## src/rtl/qspi_rom_pkg.sv

```systemverilog
// ==========================================================================
// qspi_rom_pkg : state encoding, command default and phase lengths
// Revision     : 1.0
// ==========================================================================
`default_nettype none

package qspi_rom_pkg;

  typedef enum logic [2:0] {
    ST_IDLE  = 3'd0,
    ST_CMD   = 3'd1,
    ST_ADDR  = 3'd2,
    ST_DUMMY = 3'd3,
    ST_DATA  = 3'd4,
    ST_DONE  = 3'd5
  } state_t;

  localparam logic [7:0] c_CMD_DEFAULT  = 8'hEB;
  localparam int         c_CMD_NIBBLES  = 2;
  localparam int         c_ADDR_NIBBLES = 6;
  localparam int         c_DATA_NIBBLES = 2;

  // Address nibble idx of a 24-bit address, most significant first.
  function automatic logic [3:0] addr_nibble(input logic [23:0] addr, input logic [3:0] idx);
    logic [3:0] nib;
    case (idx)
      4'd0:    nib = addr[23:20];
      4'd1:    nib = addr[19:16];
      4'd2:    nib = addr[15:12];
      4'd3:    nib = addr[11:8];
      4'd4:    nib = addr[7:4];
      4'd5:    nib = addr[3:0];
      default: nib = 4'h0;
    endcase
    return nib;
  endfunction

endpackage

`default_nettype wire

```

## src/rtl/qspi_arb_grant.sv

```systemverilog
// ==========================================================================
// qspi_arb_grant : two-requester grant, fixed priority to requester 0, or
//                  alternating on contention when QSPI_ARB_ROUND_ROBIN_EN
// Revision       : 1.0
// ==========================================================================
`default_nettype none

module qspi_arb_grant (
  input  logic valid0,
  input  logic valid1,
  input  logic idle,
`ifdef QSPI_ARB_ROUND_ROBIN_EN
  input  logic last_grant,
`endif
  output logic grant0,
  output logic grant1
);

  always_comb begin
    grant0 = 1'b0;
    grant1 = 1'b0;
    if (idle) begin
`ifdef QSPI_ARB_ROUND_ROBIN_EN
      if (valid0 && valid1) begin
        grant0 = last_grant;
        grant1 = ~last_grant;
      end else begin
        grant0 = valid0;
        grant1 = valid1;
      end
`else
      grant0 = valid0;
      grant1 = valid1 & ~valid0;
`endif
    end
  end

endmodule

`default_nettype wire

```

## src/rtl/qspi_rom_arbiter.sv

```systemverilog
// ==========================================================================
// qspi_rom_arbiter : two-port byte reader for a quad-SPI ROM (cmd, 24-bit
//                    addr, dummy, one data byte); build option
//                    QSPI_ARB_ROUND_ROBIN_EN selects alternating arbitration
// Revision         : 1.0
// ==========================================================================
`default_nettype none

module qspi_rom_arbiter
  import qspi_rom_pkg::*;
#(
  parameter int         ADDR_W = 12,
  parameter int         DUMMY  = 4,
  parameter logic [7:0] CMD    = c_CMD_DEFAULT
) (
  input  logic              clk,
  input  logic              reset,
  input  logic              req0_valid,
  input  logic [ADDR_W-1:0] req0_addr,
  output logic              req0_ready,
  output logic              rsp0_valid,
  input  logic              req1_valid,
  input  logic [ADDR_W-1:0] req1_addr,
  output logic              req1_ready,
  output logic              rsp1_valid,
  output logic [7:0]        rsp_data,
  output logic              busy,
  output logic              qspi_select,
  output logic              qspi_sclk,
  output logic [3:0]        qspi_dout,
  input  logic [3:0]        qspi_din
);

  state_t            r_state, w_state_next;
  logic              r_phase;
  logic [3:0]        r_cnt;
  logic [ADDR_W-1:0] r_addr;
  logic              r_id;
  logic [3:0]        r_data_hi;
  logic [7:0]        r_rsp_data;

  logic              w_idle, w_grant0, w_grant1;
  logic              w_accept0, w_accept1, w_accept;
  logic [3:0]        w_last_idx;
  logic              w_nibble_end;
  logic [23:0]       w_addr24;

  // Reset also masks the grants so ready is low while reset is held.
  assign w_idle = (r_state == ST_IDLE) && !reset;

`ifdef QSPI_ARB_ROUND_ROBIN_EN
  logic r_last_grant;
  always_ff @(posedge clk or posedge reset) begin
    if (reset)         r_last_grant <= 1'b1;
    else if (w_accept) r_last_grant <= w_accept1;
  end
`endif

  qspi_arb_grant u_grant (
    .valid0     (req0_valid),
    .valid1     (req1_valid),
    .idle       (w_idle),
`ifdef QSPI_ARB_ROUND_ROBIN_EN
    .last_grant (r_last_grant),
`endif
    .grant0     (w_grant0),
    .grant1     (w_grant1)
  );

  assign w_accept0 = req0_valid & w_grant0;
  assign w_accept1 = req1_valid & w_grant1;
  assign w_accept  = w_accept0 | w_accept1;
  assign w_addr24  = 24'(r_addr);

  always_comb begin
    w_last_idx = 4'd0;
    case (r_state)
      ST_CMD:   w_last_idx = 4'(c_CMD_NIBBLES - 1);
      ST_ADDR:  w_last_idx = 4'(c_ADDR_NIBBLES - 1);
      ST_DUMMY: w_last_idx = 4'(DUMMY - 1);
      ST_DATA:  w_last_idx = 4'(c_DATA_NIBBLES - 1);
      default:  w_last_idx = 4'd0;
    endcase
  end

  // A phase ends on the sclk-high half of its final nibble.
  assign w_nibble_end = r_phase && (r_cnt == w_last_idx);

  always_ff @(posedge clk or posedge reset) begin
    if (reset) r_state <= ST_IDLE;
    else       r_state <= w_state_next;
  end

  always_comb begin
    w_state_next = r_state;
    case (r_state)
      ST_IDLE:  if (w_accept)     w_state_next = ST_CMD;
      ST_CMD:   if (w_nibble_end) w_state_next = ST_ADDR;
      ST_ADDR:  if (w_nibble_end) w_state_next = (DUMMY == 0) ? ST_DATA : ST_DUMMY;
      ST_DUMMY: if (w_nibble_end) w_state_next = ST_DATA;
      ST_DATA:  if (w_nibble_end) w_state_next = ST_DONE;
      ST_DONE:                    w_state_next = ST_IDLE;
      default:                    w_state_next = ST_IDLE;
    endcase
  end

  always_ff @(posedge clk or posedge reset) begin
    if (reset) begin
      r_phase    <= 1'b0;
      r_cnt      <= 4'd0;
      r_addr     <= '0;
      r_id       <= 1'b0;
      r_data_hi  <= 4'h0;
      r_rsp_data <= 8'h00;
    end else begin
      if (w_accept) begin
        r_addr <= w_accept1 ? req1_addr : req0_addr;
        r_id   <= w_accept1;
      end
      if (r_state inside {ST_CMD, ST_ADDR, ST_DUMMY, ST_DATA}) begin
        r_phase <= ~r_phase;
        if (r_phase) r_cnt <= w_nibble_end ? 4'd0 : r_cnt + 4'd1;
        // Read data is sampled at the end of each sclk-high cycle.
        if (r_phase && (r_state == ST_DATA)) begin
          if (r_cnt == 4'd0) r_data_hi  <= qspi_din;
          else               r_rsp_data <= {r_data_hi, qspi_din};
        end
      end else begin
        r_phase <= 1'b0;
        r_cnt   <= 4'd0;
      end
    end
  end

  assign rsp_data = r_rsp_data;

  always_comb begin
    qspi_select = 1'b1;
    qspi_sclk   = 1'b0;
    qspi_dout   = 4'h0;
    busy        = (r_state != ST_IDLE);
    req0_ready  = w_grant0;
    req1_ready  = w_grant1;
    rsp0_valid  = 1'b0;
    rsp1_valid  = 1'b0;
    case (r_state)
      ST_CMD: begin
        qspi_select = 1'b0;
        qspi_sclk   = r_phase;
        qspi_dout   = r_cnt[0] ? CMD[3:0] : CMD[7:4];
      end
      ST_ADDR: begin
        qspi_select = 1'b0;
        qspi_sclk   = r_phase;
        qspi_dout   = addr_nibble(w_addr24, r_cnt);
      end
      ST_DUMMY, ST_DATA: begin
        qspi_select = 1'b0;
        qspi_sclk   = r_phase;
      end
      ST_DONE: begin
        rsp0_valid = ~r_id;
        rsp1_valid = r_id;
      end
      default: ;
    endcase
  end

endmodule

`default_nettype wire
```

## config.mk

```make
export PLATFORM = sky130hd
export DESIGN_NAME = qspi_rom_arbiter
export DESIGN_NICKNAME = d
export VERILOG_FILES = /design/src/rtl/qspi_rom_pkg.sv /design/src/rtl/qspi_arb_grant.sv /design/src/rtl/qspi_rom_arbiter.sv
export SDC_FILE = /design/constraint.sdc
export NUM_CORES = 1
export LEC_CHECK = 0
export BUFFER_PORTS_ARGS = -buffer_cell sky130_fd_sc_hd__buf_2
export CORE_AREA = 3 3 64 66
export DETAILED_ROUTE_END_ITERATION = 10
export DIE_AREA = 0 0 67 69
export GPL_TIMING_DRIVEN = 0
export PLACE_DENSITY = 0.87
export SLEW_MARGIN = 20
export SYNTH_ARGS = -nofsm -noshare
export SYNTH_HDL_FRONTEND = slang
export SYNTH_HIERARCHICAL = 1
export SYNTH_SLANG_ARGS = --single-unit
```

## constraint.sdc

```tcl
create_clock -name clk -period 2.2 [get_ports clk]
set_clock_uncertainty 0.05 [all_clocks]
set_input_delay 0.22 -clock clk [delete_from_list [all_inputs] [get_ports clk]]
set_output_delay 0.22 -clock clk [all_outputs]
set_load 0.02 [all_outputs]
```

-- Yosys cells after proc, flatten, opt, wreduce, memory -nomap -nowiden
Index checks and enable logic that the tools add are counted.
- input port bits: 32
- register bits: 33
- word-level logic and storage cells: 65
- reductions and logical operators: 13
- bitwise gates (word level): 8
- add/sub/neg operators: 1
- multiplexer cells: 21
- equal/unequal tests: 15
- operator list (kind ; number):
    $mux W3 ; 6
    $pmux W3 S5 ; 1
    $mux W12 ; 1
    $mux W4 ; 3
    $ne A2 B2 Y1 const B ; 6
    $pmux W4 S3 ; 1
    $pmux W3 S3 ; 1
    $eq A4 B3 Y1 const B ; 2
    $pmux W4 S2 ; 1
    $mux W1 ; 7
    $eq A3 B2 Y1 const B ; 2
    $eq A3 B3 Y1 const B ; 2
    $reduce_and A3 Y1 ; 2
    $reduce_and A5 Y1 ; 1
    $add A4 B1 Y4 const B ; 1
    $eq A4 B2 Y1 const B ; 1
    $eq A4 B4 Y1 ; 1
    $logic_not A4 Y1 ; 1
    $not A1 Y1 ; 4
    $reduce_bool A4 Y1 ; 1
    $reduce_or A4 Y1 ; 1
    $and A1 B1 Y1 ; 3
    $eq A3 B1 Y1 const B ; 1
    $logic_and A1 B1 Y1 ; 3
    5 further kinds ; 5

-- Depth between registers and ports, before layout
Gate-level depths: netlist of the first run.
- depth after elaboration: 8
- mapped depth: 8
- gate-level depth less buffers: 7

-- Modules after synthesis
The synthesis of the first run kept the hierarchy.
- modules (own cells, without submodules) (module ; times used ; sequential area each (µm²) ; cells each ; area each (µm²)):
    qspi_rom_arbiter ; 1 ; 825.8 ; 167 ; 1754.2
    qspi_arb_grant ; 1 ; 0.0 ; 2 ; 16.3

-- Worst setup path after synthesis of the first run
Ideal clock, no wire load.
- path type: reg-to-reg
- start: register r_state[0]
- end: register r_state[0]
- period minus slack after synthesis: 2.150 ns
- stages on the path, launching flop included: 9
- arrival: 2.036 ns
- library setup time: 0.064 ns
- path buffers: 1
- slack: 0.050 ns
- cell sequence: dfrtp_1 -> or3_1 -> buf_4 -> nor2_1 -> and3b_1 -> a22oi_1 -> nor3b_1 -> a211oi_1 -> mux2_4
- word-level cells in the longest chain between the ends: 7
- elaborated cells on any way between the ends: 22
- those cells by class: eq/ne: 10; mux: 4; bitwise: 3; reduce/logical: 5
- RTL lines (element ; line ; RTL):
    start, declared ; qspi_rom_arbiter.sv:34 ; state_t r_state, w_state_next;
    start signal, assigned ; qspi_rom_arbiter.sv:91 ; else r_state <= w_state_next;
    $logic_not A3 Y1 ; qspi_rom_arbiter.sv:49 ; assign w_idle = (r_state == ST_IDLE) && !reset;
    $logic_and A1 B1 Y1 ; qspi_rom_arbiter.sv:49 ;
    named net w_idle ; qspi_rom_arbiter.sv:42 ; logic w_idle, w_grant0, w_grant1;
    $mux W1 ; qspi_arb_grant.sv:22 ; if (idle) begin
    named net req1_ready ; qspi_rom_arbiter.sv:24 ; output logic req1_ready,
    $and A1 B1 Y1 ; qspi_rom_arbiter.sv:71 ; assign w_accept1 = req1_valid & w_grant1;
    $or A1 B1 Y1 ; qspi_rom_arbiter.sv:72 ; assign w_accept = w_accept0 | w_accept1;
    $ne A2 B2 Y1 (no line) ; - ;
    $reduce_and A5 Y1 (no line) ; - ;
The timed path passes the listed nets, and every way through them passes these cells.
A chain may end at the register's enable or synchronous reset.

-- Final worst setup path of the first run
- start: register r_state[0]
- end: register r_addr[8]
- word-level cells in the longest chain between the ends: 5
- elaborated cells on any way between the ends: 8
- those cells by class: mux: 3; bitwise: 3; reduce/logical: 2
- RTL lines (element ; line ; RTL):
    $logic_not A3 Y1 (*) ; qspi_rom_arbiter.sv:49 ;
    $logic_and A1 B1 Y1 (*) ; qspi_rom_arbiter.sv:49 ;
    named net w_idle ; qspi_rom_arbiter.sv:42 ;
    $mux W1 ; qspi_arb_grant.sv:22 ;
    $and A1 B1 Y1 (on tied branches) ; qspi_rom_arbiter.sv:71, qspi_rom_arbiter.sv:70 ;
    $mux W12 or $or A1 B1 Y1 (tied branches) ; qspi_rom_arbiter.sv:117, qspi_rom_arbiter.sv:72 ;
    end signal, assigned ; qspi_rom_arbiter.sv:117 ; r_addr <= w_accept1 ? req1_addr : req0_addr;
    end, declared ; qspi_rom_arbiter.sv:37 ; logic [ADDR_W-1:0] r_addr;
The timed path passes the listed nets; every way through them passes the cells marked *.

==> summary.txt, run 1 <==
Status -> complete, but fails checks
Failing checks -> hold timing
Clk_lat worst skew -> 0.28 ns
N_diodes -> 0
CORE AREA -> 0.00363 mm²
Fillcell total -> 305
Area leader, netlist -> dfrtp_1
Num Clock Sinks -> 33
# rows -> 22
Worst setup path category -> reg2reg
Slew Limit Headroom -> 54.8%
Fin Hold WS -> -0.00872 ns
Final setup fails -> 0
GRT Total Usage -> 19.3%
Layout net count -> 261
Slew Limit Fails -> 0
Post-synth ARST share -> 100%
Placer Congestion -> 0.770
CTS root buf -> clkbuf_8
Fin worst setup slack -> 0.112 ns
Synthesized net count -> 204
First-pass GRT wire length -> 6.82 mm
TritonCTS buffer count -> 5
Drt first pass iters -> 4
Post-synth EDFFs -> 0
Max-Cap Viols -> 0
WP data arrival -> 2.18 ns
Highest clock rate -> 0.479 GHz
Mapped Cells -> 169
Fin crit share -> 94.9%
WL per Instance -> 14.3 µm
Met2 Use GR -> 31.3%
Post-DP HPWL -> 2.84 mm
CP Launch Type -> flop
Mapped cell area -> 0.00177 mm²
CTS H-tree depth -> 2
Cells after DPL -> 267
GR Overflow Total -> 0
Yosys cell types -> 42
Die Area -> 0.00462 mm²
Cell Chain, Critical Path -> or3_1 > buf_4 > nor2_1 > and3b_1 > nand2_1 > buf_4 > mux2i_1 > o21ai_0
Setup crit end kind -> flop
Vias -> 1447
# IOs -> 51
Dominant synthesized flop cell -> dfrtp_1
Most used cell, CP -> buf_4
Drt initial violations -> 57
Mapped Avg Cell Area -> 10.5 µm²
Met1 global-route usage -> 22.2%
TNS Setup -> 0 ns
Clock transition at path regs -> 0.06 ns
Tightest Pin Transition -> 0.677 ns
Final-report hold violation count -> 21
Crit Path Max Fanout -> 10
Final WL -> 3.94 mm
Sequential area share after synthesis -> 46.6%
Share of layout cells above drive strength 1 -> 35.7%
Pre-CTS setup slack -> 0.0731 ns
Power density cells -> 831 mW/mm²
Top post-synthesis cells by area -> dfrtp_1 (47%), mux2_1 (7.6%), mux2i_1 (6.8%), nand2_1 (4.0%), o21ai_0 (3.4%)
#FFs+latches synth -> 33
Die Wd -> 67 µm
Area occupied by multi-input gates -> 901 µm²
Initial antenna violation count -> 0
Setup bufs post-CTS -> 0
Core Util, Final -> 61.5%
Largest stage delay, worst path -> 0.42 ns
Finished Layout Cells -> 275
Die H -> 69 µm
Period minus WS final -> 2.09 ns
Hold WC Path Type -> in2async
Share of the synthesized area in the top cell type -> 46.6%
Largest net degree at the start of global routing -> 34
CP top delay family -> simple AND/OR/NAND/NOR gates
Worst Path Required -> 2.30 ns
CTS tree -> built
Initial Utilization -> 48.7%
Max VDD drop -> 418 µV
Longest Clk Path Bufs -> 2
Port Buf Inserts -> 50
Final ANT Viol Nets -> 0
Slowest CP cell -> dfrtp_1
Via density per instance -> 5.26
Area growth, synth to finish -> 26.2%
Most Crowded Layer GR -> met2
FF+latch area -> 827 µm²
Met3 Track Usage GR -> 5.54%
Synth warn -> 6
DRC viols -> 0
Leak pwr -> 1.16 nW
Number of global-route vias before repair -> 1562
CP bufs+invs -> 2
layer usage:
layer	wire [µm]	vias to the layer above
met1	1600	671
met3	201	13
met5	0	-
met2	1990	49
met4	146	0
li1	-	714
repair_timing:
item,in CTS,in global routing
hold buffers,0,0
pin swaps,0,2
setup endpoints to repair,5,17
resized for setup,3,15
layout make-up:
type | count | area share (%)
multi-input cells | 121 | 40.3
flip-flops and latches | 33 | 37.0
repair buffers | 50 | 11.2
clock buffers | 7 | 3.86
plain buffers | 10 | 2.74
well taps | 48 | 2.69
clock inverters | 1 | 1.34
inverters | 5 | 0.840
layout by cell type (no fill, tap or decap), types with 2 or more instances in the layout:
cell type / n
ha_2: 2
o21ai_0: 11
a31oi_1: 2
buf_4: 3
a22oi_1: 4
clkbuf_2: 2
a22o_1: 4
clkbuf_1: 3
nand3_1: 2
nand2_1: 19
dfrtp_1: 32
xnor2_1: 3
nand2b_1: 2
buf_2: 52
nor2_1: 11
nor3b_1: 2
o22ai_1: 2
a21oi_1: 2
nor3b_2: 2
clkbuf_8: 6
mux2i_1: 12
o21ai_1: 3
a211oi_1: 2
or3_1: 2
inv_1: 4
mux2_1: 12
metrics by stage:
step | total power, W | cell area, µm²
floorplan | 0.00111 | 1770
global placement | 0.00125 | 2080
detailed placement | 0.00127 | 2080
CTS | 0.00186 | 2210
global route | 0.00196 | 2230
finish | 0.00186 | 2230
cell usage after synthesis (3+ instances only):
| cell | instances |
|---|---|
| nor3b_1 | 3 |
| a22oi_1 | 5 |
| inv_1 | 5 |
| dfrtp_1 | 33 |
| nor2_1 | 12 |
| o21ai_0 | 12 |
| mux2_1 | 12 |
| mux2i_1 | 12 |
| o21ai_1 | 3 |
| nand2_1 | 19 |
| ha_1 | 3 |
| xnor2_1 | 3 |
| buf_2 | 4 |
| clkbuf_1 | 4 |
| a22o_1 | 4 |
worst paths after layout:
| path | start | to | slack (ns) | cells past startpoint |
|---|---|---|---|---|
| setup / recovery | r_state[0] | r_addr[8] | 0.11 | 8 |
| setup reg to reg | r_state[0] | r_addr[8] | 0.11 | 8 |
| min in group clk | qspi_din[2] | r_data_hi[2] | 0.11 | 2 |
| hold reg to reg | rsp_data[6] | rsp_data[6] | 0.43 | 1 |
| max in group asynchronous | reset | r_cnt[0] | 1.63 | 2 |
| hold / removal | reset | r_state[0] | -0.009 | 2 |
logic make-up (layout without fill, tap and decap cells):
kind of cell    Yosys count  after routing  synth area share (%)
compound gates           37             37                  14.2
fa+ha+maj                 3              3                  2.12
buf+inv                  15             73                  4.10
simple gates             53             53                  16.2
flops                    33             33                  46.6
xor+xnor                  3              3                  1.48
mux                      25             25                  15.3
registers in the layout (all words and copies together), names as in the netlist:
name / count
r_state: 3
rsp_data: 8
r_addr: 12
r_cnt: 4
r_id: 1
r_data_hi: 4
r_phase: 1
worst reg2reg max path: stages, from the launching register on:
cell	delay (ns)
dfrtp_1	0.42
or3_1	0.36
buf_4	0.17
nor2_1	0.10
and3b_1	0.22
nand2_1	0.15
buf_4	0.23
mux2i_1	0.16
o21ai_0	0.10
report_power, final:
group,switching [W],internal (W),total (W)
logic,0.000318,0.000215,0.000533
registers,0.0000557,0.000689,0.000745
clock network,0.000210,0.000369,0.000579
total,0.000584,0.00127,0.00186
Power figures use the tool's default switching activity.
==> run 2, diff against run 1 <==
- BUFFER_PORTS_ARGS: -buffer_cell sky130_fd_sc_hd__buf_2 -> -buffer_cell sky130_fd_sc_hd__clkbuf_2
==> run 2 against run 1 <==
Net effect: the run now ends clean; worst hold slack improved by 0.12 ns; fmax decreased by 2.2%; first-iteration DRC count increased by 3.5%; clock-buffer cell count unchanged; clock power about the same; worst setup slack got worse by 0.046 ns; cell count increased by 0.73%; highest routed layer unchanged; core utilization increased by 0.83 points; die area unchanged; global-route usage decreased by 0.17 points; non-clock buffer count increased by 2; sequential share of layout area decreased by 0.55 points.
==> summary.txt, run 2 (synthesized netlist as in run 1, its figures left out) <==
Slew Limit Headroom -> 56.6% (+1.8 points)
Cell Chain, Critical Path -> clkbuf_2 > nor2b_2 > nor3b_4 > o21ai_4 > o22ai_1 > clkbuf_2
Final ANT Viol Nets -> 0 (unchanged)
Hold WC Path Type -> in2reg
Largest net degree at the start of global routing -> 34 (unchanged)
TNS Setup -> 0 ns (unchanged)
GRT Total Usage -> 19.1% (-0.17 points)
Largest Register -> r_addr
Switching part of the total -> 31.4% (-0.052 points)
Worst Path Required -> 1.93 ns (-0.37 ns)
CTS H-tree depth -> 2 (unchanged)
TritonCTS buffer count -> 5 (unchanged)
Most frequent cells in the layout -> clkbuf_2 (53), dfrtp_1 (33), nand2_1 (18)
Min-delay src -> qspi_din[2]
Longest Clk Path Bufs -> 2 (unchanged)
Most used cell, CP -> clkbuf_2
Max-Cap Viols -> 0 (unchanged)
Worst setup path category -> reg2out
Clk pwr share -> 31.1% (about the same)
Setup crit end kind -> primary output
Drt first pass iters -> 5 (+1)
Placer Congestion -> 0.769 (about the same)
Via density per instance -> 5.24 (-0.38%)
Worst Hold Depth -> 2
Register-to-Register Path Depth -> 8 (unchanged)
Crit Path Max Fanout -> 10 (unchanged)
CTS tree -> built
Highest clock rate -> 0.469 GHz (-2.2%)
Max VDD drop -> 438 µV (+4.7%)
Power density cells -> 821 mW/mm² (-1.1%)
Fin crit share -> 97.0% (+2.1 points)
Final-report hold violation count -> 0 (-100%)
Commonest non-fill, non-tap cell in the layout -> clkbuf_2
Final WL -> 3.96 mm (+0.46%)
Design Power -> 0.00186 W (+0.19%)
Share of layout cells above drive strength 1 -> 36.7% (+1.0 points)
Status -> completed
Worst r2r dst -> r_state[0]
Period minus WS final -> 2.13 ns (+0.0459 ns)
Die Area -> 0.00462 mm² (unchanged)
Flop2flop setup slack -> 0.13 ns (+0.02 ns)
Layout net count -> 263 (+0.77%)
Initial Utilization -> 48.7% (unchanged)
Cells after DPL -> 267 (unchanged)
N_diodes -> 0 (unchanged)
Die Wd -> 67 µm (unchanged)
Area occupied by multi-input gates -> 913 µm² (+1.4%)
Num Clock Sinks -> 33 (unchanged)
CP top delay family -> simple AND/OR/NAND/NOR gates
WP data arrival -> 1.86 ns (-0.32 ns)
Tightest Pin Transition -> 0.650 ns (-0.0277 ns)
Post-DP HPWL -> 2.89 mm (+1.9%)
P_int -> 0.00128 W (+0.27%)
Clock transition at path regs -> 0.06 ns (about the same)
# rows -> 22 (unchanged)
Finished Layout Cells -> 277 (+0.73%)
Clk_lat worst skew -> 0.28 ns (about the same)
Slew Limit Fails -> 0 (unchanged)
Leak pwr -> 1.16 nW (+0.23%)
Final setup fails -> 0 (unchanged)
Initial antenna violation count -> 0 (unchanged)
Slowest CP cell -> dfrtp_1
Port Buf Inserts -> 50 (unchanged)
WL per Instance -> 14.3 µm (-0.27%)
DRC viols -> 0 (unchanged)
CORE AREA -> 0.00363 mm² (unchanged)
Area growth, synth to finish -> 27.9%
FF+latch area -> 826 µm² (-0.15%)
Vias -> 1452 (+0.35%)
Fillcell total -> 318 (+4.3%)
RSZ-0062 raised after global routing -> false
CP bufs+invs -> 2 (unchanged)
GR Overflow Total -> 0 (unchanged)
Drt initial violations -> 59 (+3.5%)
CP Launch Type -> flop
Part of the power in registers -> 39.9% (-0.2 points)
Logic pwr share -> 29.0% (+0.3 points)
First-pass GRT wire length -> 6.65 mm (-2.5%)
Largest stage delay, worst path -> 0.42 ns (about the same)
Switching component of the power -> 0.000584 W (about the same)
Number of flip-flops in the largest register -> 12 (unchanged)
Die H -> 69 µm (unchanged)
Hold Path End -> r_data_hi[2]
CTS root buf -> clkbuf_8
# IOs -> 51 (unchanged)
Number of global-route vias before repair -> 1506 (-3.6%)
Reg2Reg Launch Point -> r_state[0]
## run 2: repair_timing
action	CTS	global route
gates cloned	0	0
endpoints found under the hold margin	17	0
hold buffers	1	0
endpoints found under the setup margin	4	17
resized for setup	2	18
pin swaps	0	0
setup buffers	0	1
## run 2: power groups by stage
stage	combinational [W]	sequential (W)	clock, W
2_1_floorplan	0.000377	0.000737	0
3_3_place_gp	0.000506	0.000747	0
3_5_place_dp	0.000521	0.000752	0
4_1_cts	0.000531	0.000741	0.000591
5_1_grt	0.000600	0.000751	0.000613
6_report	0.000540	0.000741	0.000579
## run 2: per-layer routing
layer	part of all wire (%)	global-route usage [%]
met4	2.3	10.4
met1	40	21.2
met3	3.6	3.91
met5	0	0
met2	54	33.1
## run 2: how the worst max path moves through the flow
stage,start,endpoint,slack [ns],cells past startpoint
final,r_state[2],qspi_dout[2],0.07,6
after global routing,r_cnt[1],qspi_dout[2],0.006,7
after CTS,r_state[2],qspi_dout[2],0.004,6
after detailed placement,r_state[0],r_state[0],0.06,8
after global placement,r_state[0],r_state[0],0.13,8
after floorplan,r_state[0],r_state[0],0.05,8
## run 2: metrics by stage
stage	cell area (µm²)	hold slack [ns]	setup WS, ns	util [%]
after floorplan	1770	0.299	0.0499	-
after global placement	2080	0.399	0.132	57.3
after detailed placement	2080	0.304	0.0574	57.3
after CTS	2210	0.109	0.00370	60.9
after global routing	2260	0.122	0.00555	62.3
final	2260	0.116	0.0656	62.3
## run 2: cell type report
type	count	share of cell area (%)
sequential	33	36.5
clock buffer	7	3.81
buffer	10	2.76
tap	48	2.65
clock inverter	1	1.33
inverter	5	0.829
timing repair buffer	52	11.8
multi-input combinational	121	40.3
